## src/rtl/rs_oldest_issue_scheduler_if.sv

```systemverilog
// Handshake bundle between a reservation-station scheduler and its producer/consumer.
// The master side drives allocation, wakeup, flush and issue-ready; the slave is the scheduler.
interface rs_oldest_issue_scheduler_if #(
  parameter int unsigned ENTLEN = 2,
  parameter int unsigned TAGLEN = 6,
  parameter int unsigned PAYLEN = 32
);
  logic                flush_i;
  logic                alloc_valid_i;
  logic                alloc_ready_o;
  logic [TAGLEN-1:0]   alloc_src1_tag_i;
  logic                alloc_src1_rdy_i;
  logic [TAGLEN-1:0]   alloc_src2_tag_i;
  logic                alloc_src2_rdy_i;
  logic [PAYLEN-1:0]   alloc_payload_i;
  logic [1:0]          wakeup_valid_i;
  logic [2*TAGLEN-1:0] wakeup_tag_i;
  logic                issue_valid_o;
  logic                issue_ready_i;
  logic [ENTLEN-1:0]   issue_entry_o;
  logic [PAYLEN-1:0]   issue_payload_o;
  logic [ENTLEN:0]     count_o;

  modport master (
    output flush_i, alloc_valid_i, alloc_src1_tag_i, alloc_src1_rdy_i, alloc_src2_tag_i,
           alloc_src2_rdy_i, alloc_payload_i, wakeup_valid_i, wakeup_tag_i, issue_ready_i,
    input  alloc_ready_o, issue_valid_o, issue_entry_o, issue_payload_o, count_o
  );

  modport slave (
    input  flush_i, alloc_valid_i, alloc_src1_tag_i, alloc_src1_rdy_i, alloc_src2_tag_i,
           alloc_src2_rdy_i, alloc_payload_i, wakeup_valid_i, wakeup_tag_i, issue_ready_i,
    output alloc_ready_o, issue_valid_o, issue_entry_o, issue_payload_o, count_o
  );
endinterface

```

## src/rtl/rs_oldest_issue_scheduler.sv

```systemverilog
// Reservation-station scheduler: buffers uops, wakes sources by tag broadcast and issues the
// oldest fully-ready entry. Age is a dense per-entry rank (0 = oldest) so selection is a min.
module rs_oldest_issue_scheduler #(
  parameter int unsigned ENTNUM = 4,
  parameter int unsigned ENTLEN = 2,
  parameter int unsigned TAGLEN = 6,
  parameter int unsigned PAYLEN = 32
) (
  input logic                       clk_i,
  input logic                       rst_n_i,
  rs_oldest_issue_scheduler_if.slave bus_io
);

  logic [ENTNUM-1:0] valid_q;
  logic [ENTNUM-1:0] src1_rdy_q;
  logic [ENTNUM-1:0] src2_rdy_q;
  logic [TAGLEN-1:0] src1_tag_q [ENTNUM];
  logic [TAGLEN-1:0] src2_tag_q [ENTNUM];
  logic [PAYLEN-1:0] payload_q  [ENTNUM];
  logic [ENTLEN-1:0] rank_q     [ENTNUM];
  logic [ENTLEN:0]   count_q;

  logic              sel_found;
  logic [ENTLEN-1:0] sel_idx;
  logic [ENTLEN-1:0] sel_rank;
  logic              free_found;
  logic [ENTLEN-1:0] free_idx;
  logic              alloc_ready;
  logic              alloc_fire;
  logic              issue_fire;
  logic              alloc_wake1;
  logic              alloc_wake2;
  logic [ENTLEN-1:0] alloc_rank;
  logic [ENTNUM-1:0] wake1;
  logic [ENTNUM-1:0] wake2;

  function automatic logic tag_hit(logic [TAGLEN-1:0] tag, logic [1:0] wv,
                                   logic [2*TAGLEN-1:0] wt);
    logic hit;
    hit = 1'b0;
    for (int k = 0; k < 2; k++) begin
      if (wv[k] && (wt[k*TAGLEN +: TAGLEN] == tag)) hit = 1'b1;
    end
    return hit;
  endfunction

  always_comb begin
    sel_found = 1'b0;
    sel_idx   = '0;
    sel_rank  = '0;
    for (int i = 0; i < ENTNUM; i++) begin
      if (valid_q[i] && src1_rdy_q[i] && src2_rdy_q[i] &&
          (!sel_found || (rank_q[i] < sel_rank))) begin
        sel_found = 1'b1;
        sel_idx   = ENTLEN'(i);
        sel_rank  = rank_q[i];
      end
    end
  end

  always_comb begin
    free_found = 1'b0;
    free_idx   = '0;
    for (int i = 0; i < ENTNUM; i++) begin
      if (!valid_q[i] && !free_found) begin
        free_found = 1'b1;
        free_idx   = ENTLEN'(i);
      end
    end
  end

  always_comb begin
    wake1 = '0;
    wake2 = '0;
    for (int i = 0; i < ENTNUM; i++) begin
      wake1[i] = tag_hit(src1_tag_q[i], bus_io.wakeup_valid_i, bus_io.wakeup_tag_i);
      wake2[i] = tag_hit(src2_tag_q[i], bus_io.wakeup_valid_i, bus_io.wakeup_tag_i);
    end
  end

  assign alloc_wake1 = tag_hit(bus_io.alloc_src1_tag_i, bus_io.wakeup_valid_i,
                               bus_io.wakeup_tag_i);
  assign alloc_wake2 = tag_hit(bus_io.alloc_src2_tag_i, bus_io.wakeup_valid_i,
                               bus_io.wakeup_tag_i);

  // Space is judged on the current count only; a same-cycle issue does not make room.
  assign alloc_ready = count_q < (ENTLEN+1)'(ENTNUM);
  assign alloc_fire  = bus_io.alloc_valid_i & alloc_ready & ~bus_io.flush_i;
  assign issue_fire  = sel_found & bus_io.issue_ready_i & ~bus_io.flush_i;
  // Youngest rank after any same-cycle issue has compacted the older ranks.
  assign alloc_rank  = ENTLEN'(count_q - (ENTLEN+1)'(issue_fire));

  always_ff @(posedge clk_i or negedge rst_n_i) begin
    if (!rst_n_i) begin
      valid_q    <= '0;
      src1_rdy_q <= '0;
      src2_rdy_q <= '0;
      count_q    <= '0;
      for (int i = 0; i < ENTNUM; i++) rank_q[i] <= '0;
    end else if (bus_io.flush_i) begin
      valid_q <= '0;
      count_q <= '0;
    end else begin
      for (int i = 0; i < ENTNUM; i++) begin
        if (wake1[i]) src1_rdy_q[i] <= 1'b1;
        if (wake2[i]) src2_rdy_q[i] <= 1'b1;
        if (issue_fire && (rank_q[i] > sel_rank)) rank_q[i] <= rank_q[i] - ENTLEN'(1);
      end
      if (issue_fire) valid_q[sel_idx] <= 1'b0;
      // Free slot is never the issuing one, so these writes do not collide with the above.
      if (alloc_fire) begin
        valid_q[free_idx]    <= 1'b1;
        src1_rdy_q[free_idx] <= bus_io.alloc_src1_rdy_i | alloc_wake1;
        src2_rdy_q[free_idx] <= bus_io.alloc_src2_rdy_i | alloc_wake2;
        rank_q[free_idx]     <= alloc_rank;
      end
      count_q <= count_q + (ENTLEN+1)'(alloc_fire) - (ENTLEN+1)'(issue_fire);
    end
  end

  always_ff @(posedge clk_i) begin
    if (alloc_fire) begin
      src1_tag_q[free_idx] <= bus_io.alloc_src1_tag_i;
      src2_tag_q[free_idx] <= bus_io.alloc_src2_tag_i;
      payload_q[free_idx]  <= bus_io.alloc_payload_i;
    end
  end

  assign bus_io.alloc_ready_o   = alloc_ready;
  assign bus_io.issue_valid_o   = sel_found;
  assign bus_io.issue_entry_o   = sel_found ? sel_idx : '0;
  assign bus_io.issue_payload_o = sel_found ? payload_q[sel_idx] : '0;
  assign bus_io.count_o         = count_q;

endmodule
```

## src/flat_wrapper.sv

```systemverilog
// flat-port wrapper written by rule: the top's interface ports become plain ports
module rs_oldest_issue_scheduler_flat 
#(
  parameter int unsigned ENTNUM = 4,
  parameter int unsigned ENTLEN = 2,
  parameter int unsigned TAGLEN = 6,
  parameter int unsigned PAYLEN = 32
)
  (clk_i, rst_n_i, bus_io_flush_i, bus_io_alloc_valid_i, bus_io_alloc_src1_tag_i, bus_io_alloc_src1_rdy_i, bus_io_alloc_src2_tag_i, bus_io_alloc_src2_rdy_i, bus_io_alloc_payload_i, bus_io_wakeup_valid_i, bus_io_wakeup_tag_i, bus_io_issue_ready_i, bus_io_alloc_ready_o, bus_io_issue_valid_o, bus_io_issue_entry_o, bus_io_issue_payload_o, bus_io_count_o);
  rs_oldest_issue_scheduler_if #(.ENTLEN(ENTLEN), .TAGLEN(TAGLEN), .PAYLEN(PAYLEN)) bus_io_i ();
  input logic clk_i;
  input logic rst_n_i;
  input wire logic [$bits(bus_io_i.flush_i)-1:0] bus_io_flush_i;
  input wire logic [$bits(bus_io_i.alloc_valid_i)-1:0] bus_io_alloc_valid_i;
  input wire logic [$bits(bus_io_i.alloc_src1_tag_i)-1:0] bus_io_alloc_src1_tag_i;
  input wire logic [$bits(bus_io_i.alloc_src1_rdy_i)-1:0] bus_io_alloc_src1_rdy_i;
  input wire logic [$bits(bus_io_i.alloc_src2_tag_i)-1:0] bus_io_alloc_src2_tag_i;
  input wire logic [$bits(bus_io_i.alloc_src2_rdy_i)-1:0] bus_io_alloc_src2_rdy_i;
  input wire logic [$bits(bus_io_i.alloc_payload_i)-1:0] bus_io_alloc_payload_i;
  input wire logic [$bits(bus_io_i.wakeup_valid_i)-1:0] bus_io_wakeup_valid_i;
  input wire logic [$bits(bus_io_i.wakeup_tag_i)-1:0] bus_io_wakeup_tag_i;
  input wire logic [$bits(bus_io_i.issue_ready_i)-1:0] bus_io_issue_ready_i;
  output wire logic [$bits(bus_io_i.alloc_ready_o)-1:0] bus_io_alloc_ready_o;
  output wire logic [$bits(bus_io_i.issue_valid_o)-1:0] bus_io_issue_valid_o;
  output wire logic [$bits(bus_io_i.issue_entry_o)-1:0] bus_io_issue_entry_o;
  output wire logic [$bits(bus_io_i.issue_payload_o)-1:0] bus_io_issue_payload_o;
  output wire logic [$bits(bus_io_i.count_o)-1:0] bus_io_count_o;
  assign bus_io_i.flush_i = bus_io_flush_i;
  assign bus_io_i.alloc_valid_i = bus_io_alloc_valid_i;
  assign bus_io_i.alloc_src1_tag_i = bus_io_alloc_src1_tag_i;
  assign bus_io_i.alloc_src1_rdy_i = bus_io_alloc_src1_rdy_i;
  assign bus_io_i.alloc_src2_tag_i = bus_io_alloc_src2_tag_i;
  assign bus_io_i.alloc_src2_rdy_i = bus_io_alloc_src2_rdy_i;
  assign bus_io_i.alloc_payload_i = bus_io_alloc_payload_i;
  assign bus_io_i.wakeup_valid_i = bus_io_wakeup_valid_i;
  assign bus_io_i.wakeup_tag_i = bus_io_wakeup_tag_i;
  assign bus_io_i.issue_ready_i = bus_io_issue_ready_i;
  assign bus_io_alloc_ready_o = bus_io_i.alloc_ready_o;
  assign bus_io_issue_valid_o = bus_io_i.issue_valid_o;
  assign bus_io_issue_entry_o = bus_io_i.issue_entry_o;
  assign bus_io_issue_payload_o = bus_io_i.issue_payload_o;
  assign bus_io_count_o = bus_io_i.count_o;
  rs_oldest_issue_scheduler #(.ENTNUM(ENTNUM), .ENTLEN(ENTLEN), .TAGLEN(TAGLEN), .PAYLEN(PAYLEN)) u_core (.clk_i(clk_i), .rst_n_i(rst_n_i), .bus_io(bus_io_i));
endmodule
```

## config.mk

```make
export PLATFORM = sky130hd
export DESIGN_NAME = rs_oldest_issue_scheduler_flat
export DESIGN_NICKNAME = d
export VERILOG_FILES = /design/src/rtl/rs_oldest_issue_scheduler_if.sv /design/src/rtl/rs_oldest_issue_scheduler.sv /design/src/flat_wrapper.sv
export SDC_FILE = /design/constraint.sdc
export NUM_CORES = 1
export LEC_CHECK = 0
export CAP_MARGIN = 25
export CORE_MARGIN = 1
export CORE_UTILIZATION = 45
export CTS_BUF_LIST = sky130_fd_sc_hd__clkbuf_8
export DETAILED_ROUTE_END_ITERATION = 8
export PLACE_DENSITY = 0.75
export SYNTH_ARGS = -nofsm -noshare
export SYNTH_HDL_FRONTEND = slang
export SYNTH_SLANG_ARGS = --single-unit
```

## constraint.sdc

```tcl
create_clock -name clk_i -period 5.4 [get_ports clk_i]
set_input_delay 0.54 -clock clk_i [delete_from_list [all_inputs] [get_ports clk_i]]
set_output_delay 0.54 -clock clk_i [all_outputs]
set_load 0.03 [all_outputs]
```

==> metrics.txt <==
status=finished clean; largest cells by area after synthesis=edfxtp_1, xnor2_1, dfrtp_1; via/cell ratio=5.66; worst setup margin=0.183 ns; internal power=2.55 mW; Most used DFF post-synth=edfxtp_1; Setup Crit Path Kind=flop to output port; Root Buffer=clkbuf_8; Synth Register Bits=199; Synth Warn #=0; chip height=147 microns; vias in the first global route=6278; 1st-iter DRT viols=483; Worst Path Max Fanout=22; Leak Pwr=3.86 nW; Setup crit start=u_core.src1_rdy_q[0]; power per cell area=331 nW/um^2; Synth area leader=edfxtp_1; DRC errors left=0; # Max-Cap Violations=0; worst-margin pin slew=0.761 ns; EDFF count, synth=176; Max transition margin=49.1%; Port Buf Inserts=103; Hold Fails Final Rpt=0; gpl congestion=0.825; clk buf depth=2; CTS tree=done; global-route wire length before repair=34100 microns; combinational power share=22.6%; clock-pin slew on the worst setup and hold paths=0.12 ns; endpoints failing setup=0; Synth top area share=55.9%; I/O Pins=104; Post-Syn Nets=802; NetSw=1.23 mW; DIE WIDTH=147 microns; Via Count=6340; Switching Fraction=32.5%; Worst Reg2Reg Path Length in Cells=26; Startpoint Class=flop; Clk network pwr share=26.9%; unrepaired setup endpoints after global routing=true; Tot GR Track Use=20.7%; H-tree levels=4; layout cells sized above 1=16.6%; FILL cells=1710; Worst EP required=4.86 ns; sequential power share=50.5%; commonest non-fill, non-tap cells in the layout=edfxtp_1, clkdlybuf4s50_1, xnor2_1, xor2_1, buf_4; pin count of the biggest net entering global routing=45; Cells after Synth=721; FFs w/ async S/R, synth=11.6%; fmax=0.192 GHz; core area=20400 sq um; CTS Buf Count=17; FP Rows=52; clock skew=0.0142 ns; initial antenna violation count=0; Worst Setup End Kind=output port; Final min period=5.22 ns; crit share post-route=96.6%; Post-CTS Hold Buffers=0; total gr overflow=0; Pre-Repair DR Iteration Count=5; routed wire length=22100 microns; Cell Area, Synth=9460 sq um; Seq/Total Area, Yosys=62.0%; area growth from synthesis to layout=20.9%; Post-DP HPWL=14100 microns; Peak VDD IR=188 uV; Arr. time, crit path=4.68 ns; Routed Antenna Nets=0; Syn Area/Cell=13.1 sq um; Worst-Skew Late Latency=0.49 ns; Sink Count=199; Synth cell types=57; total die area=21600 sq um; worst r2r src=u_core.src1_rdy_q[0]; initial core utilization=46.3%; Util after Layout=55.9%; Final Net Count=919; DR WL/cell=19.7 microns; antenna fix cells=0; commonest non-fill, non-tap cell in the layout=edfxtp_1; hold crit path type=input pin to async pin; Slew Limit Fails=0; Place WS=0.250 ns
timing repair:
action                                  4_1_cts  5_1_grt
setup buffers                                 3       11
pin swaps                                     0        1
gates resized for setup                       8        9
gates cloned                                  0        2
endpoints found under the setup margin       31       32
worst max-delay path: stages (launching register included):
cell	delay, ns
dfrtp_1	0.39
and3_1	0.21
nand2_2	0.10
ha_4	0.20
a21o_1	0.20
a21oi_4	0.14
mux2_4	0.34
ha_4	0.18
or3_4	0.39
nor3_4	0.17
nor2_4	0.06
or2_1	0.24
nand2_1	0.07
ha_1	0.17
nor2_1	0.06
a31oi_1	0.15
nor2_1	0.09
a31oi_4	0.27
buf_4	0.20
clkbuf_16	0.21
a41oi_2	0.14
buf_4	0.20
final timing paths:
check / endpoint / slack, ns
min reg2reg: u_core.src1_rdy_q[2] / 0.53
max: bus_io_issue_payload_o[6] / 0.18
max in group asynchronous: u_core.src2_rdy_q[2] / 4.54
min in group clk_i: u_core.src1_rdy_q[2] / 0.53
min: u_core.rank_q[1] / 0.38
max reg2reg: u_core.rank_q[5] / 0.36
power groups by stage:
stage | logic [mW] | clock network [mW] | registers [mW]
6_report | 0.857 | 1.02 | 1.91
5_1_grt | 0.927 | 1.09 | 1.93
3_5_place_dp | 0.836 | 0 | 1.95
2_1_floorplan | 0.548 | 0 | 1.94
4_1_cts | 0.855 | 1.03 | 1.91
3_3_place_gp | 0.818 | 0 | 1.94
cell type report:
type	instances	area, sq um	area share [%]
clock inverters	15	206	1.81
flip-flops and latches	199	5860	51.3
repair buffers	137	1280	11.2
inverters	14	52.6	0.460
clock buffers	17	234	2.05
multi-input cells	469	3450	30.2
well taps	270	338	2.96
kinds of logic (layout without fill, tap and decap cells):
logic type               after synthesis  in the layout  share of synthesized area, %
flip-flops                           199            199                          62.0
buffers and inverters                 53            183                          2.75
AO/OA/AOI/OAI                        112            112                          9.79
AND/OR/NAND/NOR                      213            213                          11.4
XOR/XNOR                             126            126                          11.7
multiplexers                           2              2                         0.225
adder cells (fa/ha/maj)               16             16                          2.20
cell usage after synthesis, drive strengths merged (2+ instances only):
library cell  count
nor4             20
a22o              4
a21oi            10
a22oi             2
nor2             43
a31oi             4
xnor2            66
clkbuf           16
inv              13
nor3             15
a41oi            32
edfxtp          176
nor2b             7
nand2            52
or2               2
or3               3
ha               15
a2bb2oi           3
a31o              2
nor3b             2
o21ai            45
nand2b            2
nand4b            2
xor2             60
nand3            40
buf              23
o21a              2
nand4            21
dfrtp            23
and3              2
flip-flops by register name, indices dropped and copies added (netlist names):
signal and flops:
u_core.payload_q 128, u_core.bus_io.count_o 3, u_core.src2_tag_q 24, u_core.src1_rdy_q 4, u_core.rank_q 8, u_core.src2_rdy_q 4, u_core.valid_q 4, u_core.src1_tag_q 24
per-stage QoR:
| stage | hold WS [ns] | setup TNS (ns) | total power, mW | cell area [sq um] | instances |
|---|---|---|---|---|---|
| after floorplan | 0.244 | -0.0297 | 2.48 | 9540 | 721 |
| after CTS | 0.374 | 0 | 3.79 | 11200 | 1108 |
| final | 0.378 | 0 | 3.78 | 11400 | 1121 |
| after detailed placement | 0.505 | 0 | 2.78 | 10800 | 1073 |
| after global placement | 0.492 | 0 | 2.76 | 10700 | 1072 |
| after global routing | 0.381 | -0.217 | 3.94 | 11400 | 1121 |
layer usage:
| metal | vias to the layer above | GRT usage, % | share of wire [%] |
|---|---|---|---|
| met4 | 0 | 6.29 | 1.5 |
| met5 | - | 0 | 0 |
| met1 | 3152 | 28.0 | 44 |
| met3 | 32 | 3.35 | 5.7 |
| met2 | 241 | 34.4 | 49 |
| li1 | 2915 | - | - |
Power figures use the tool's default switching activity.
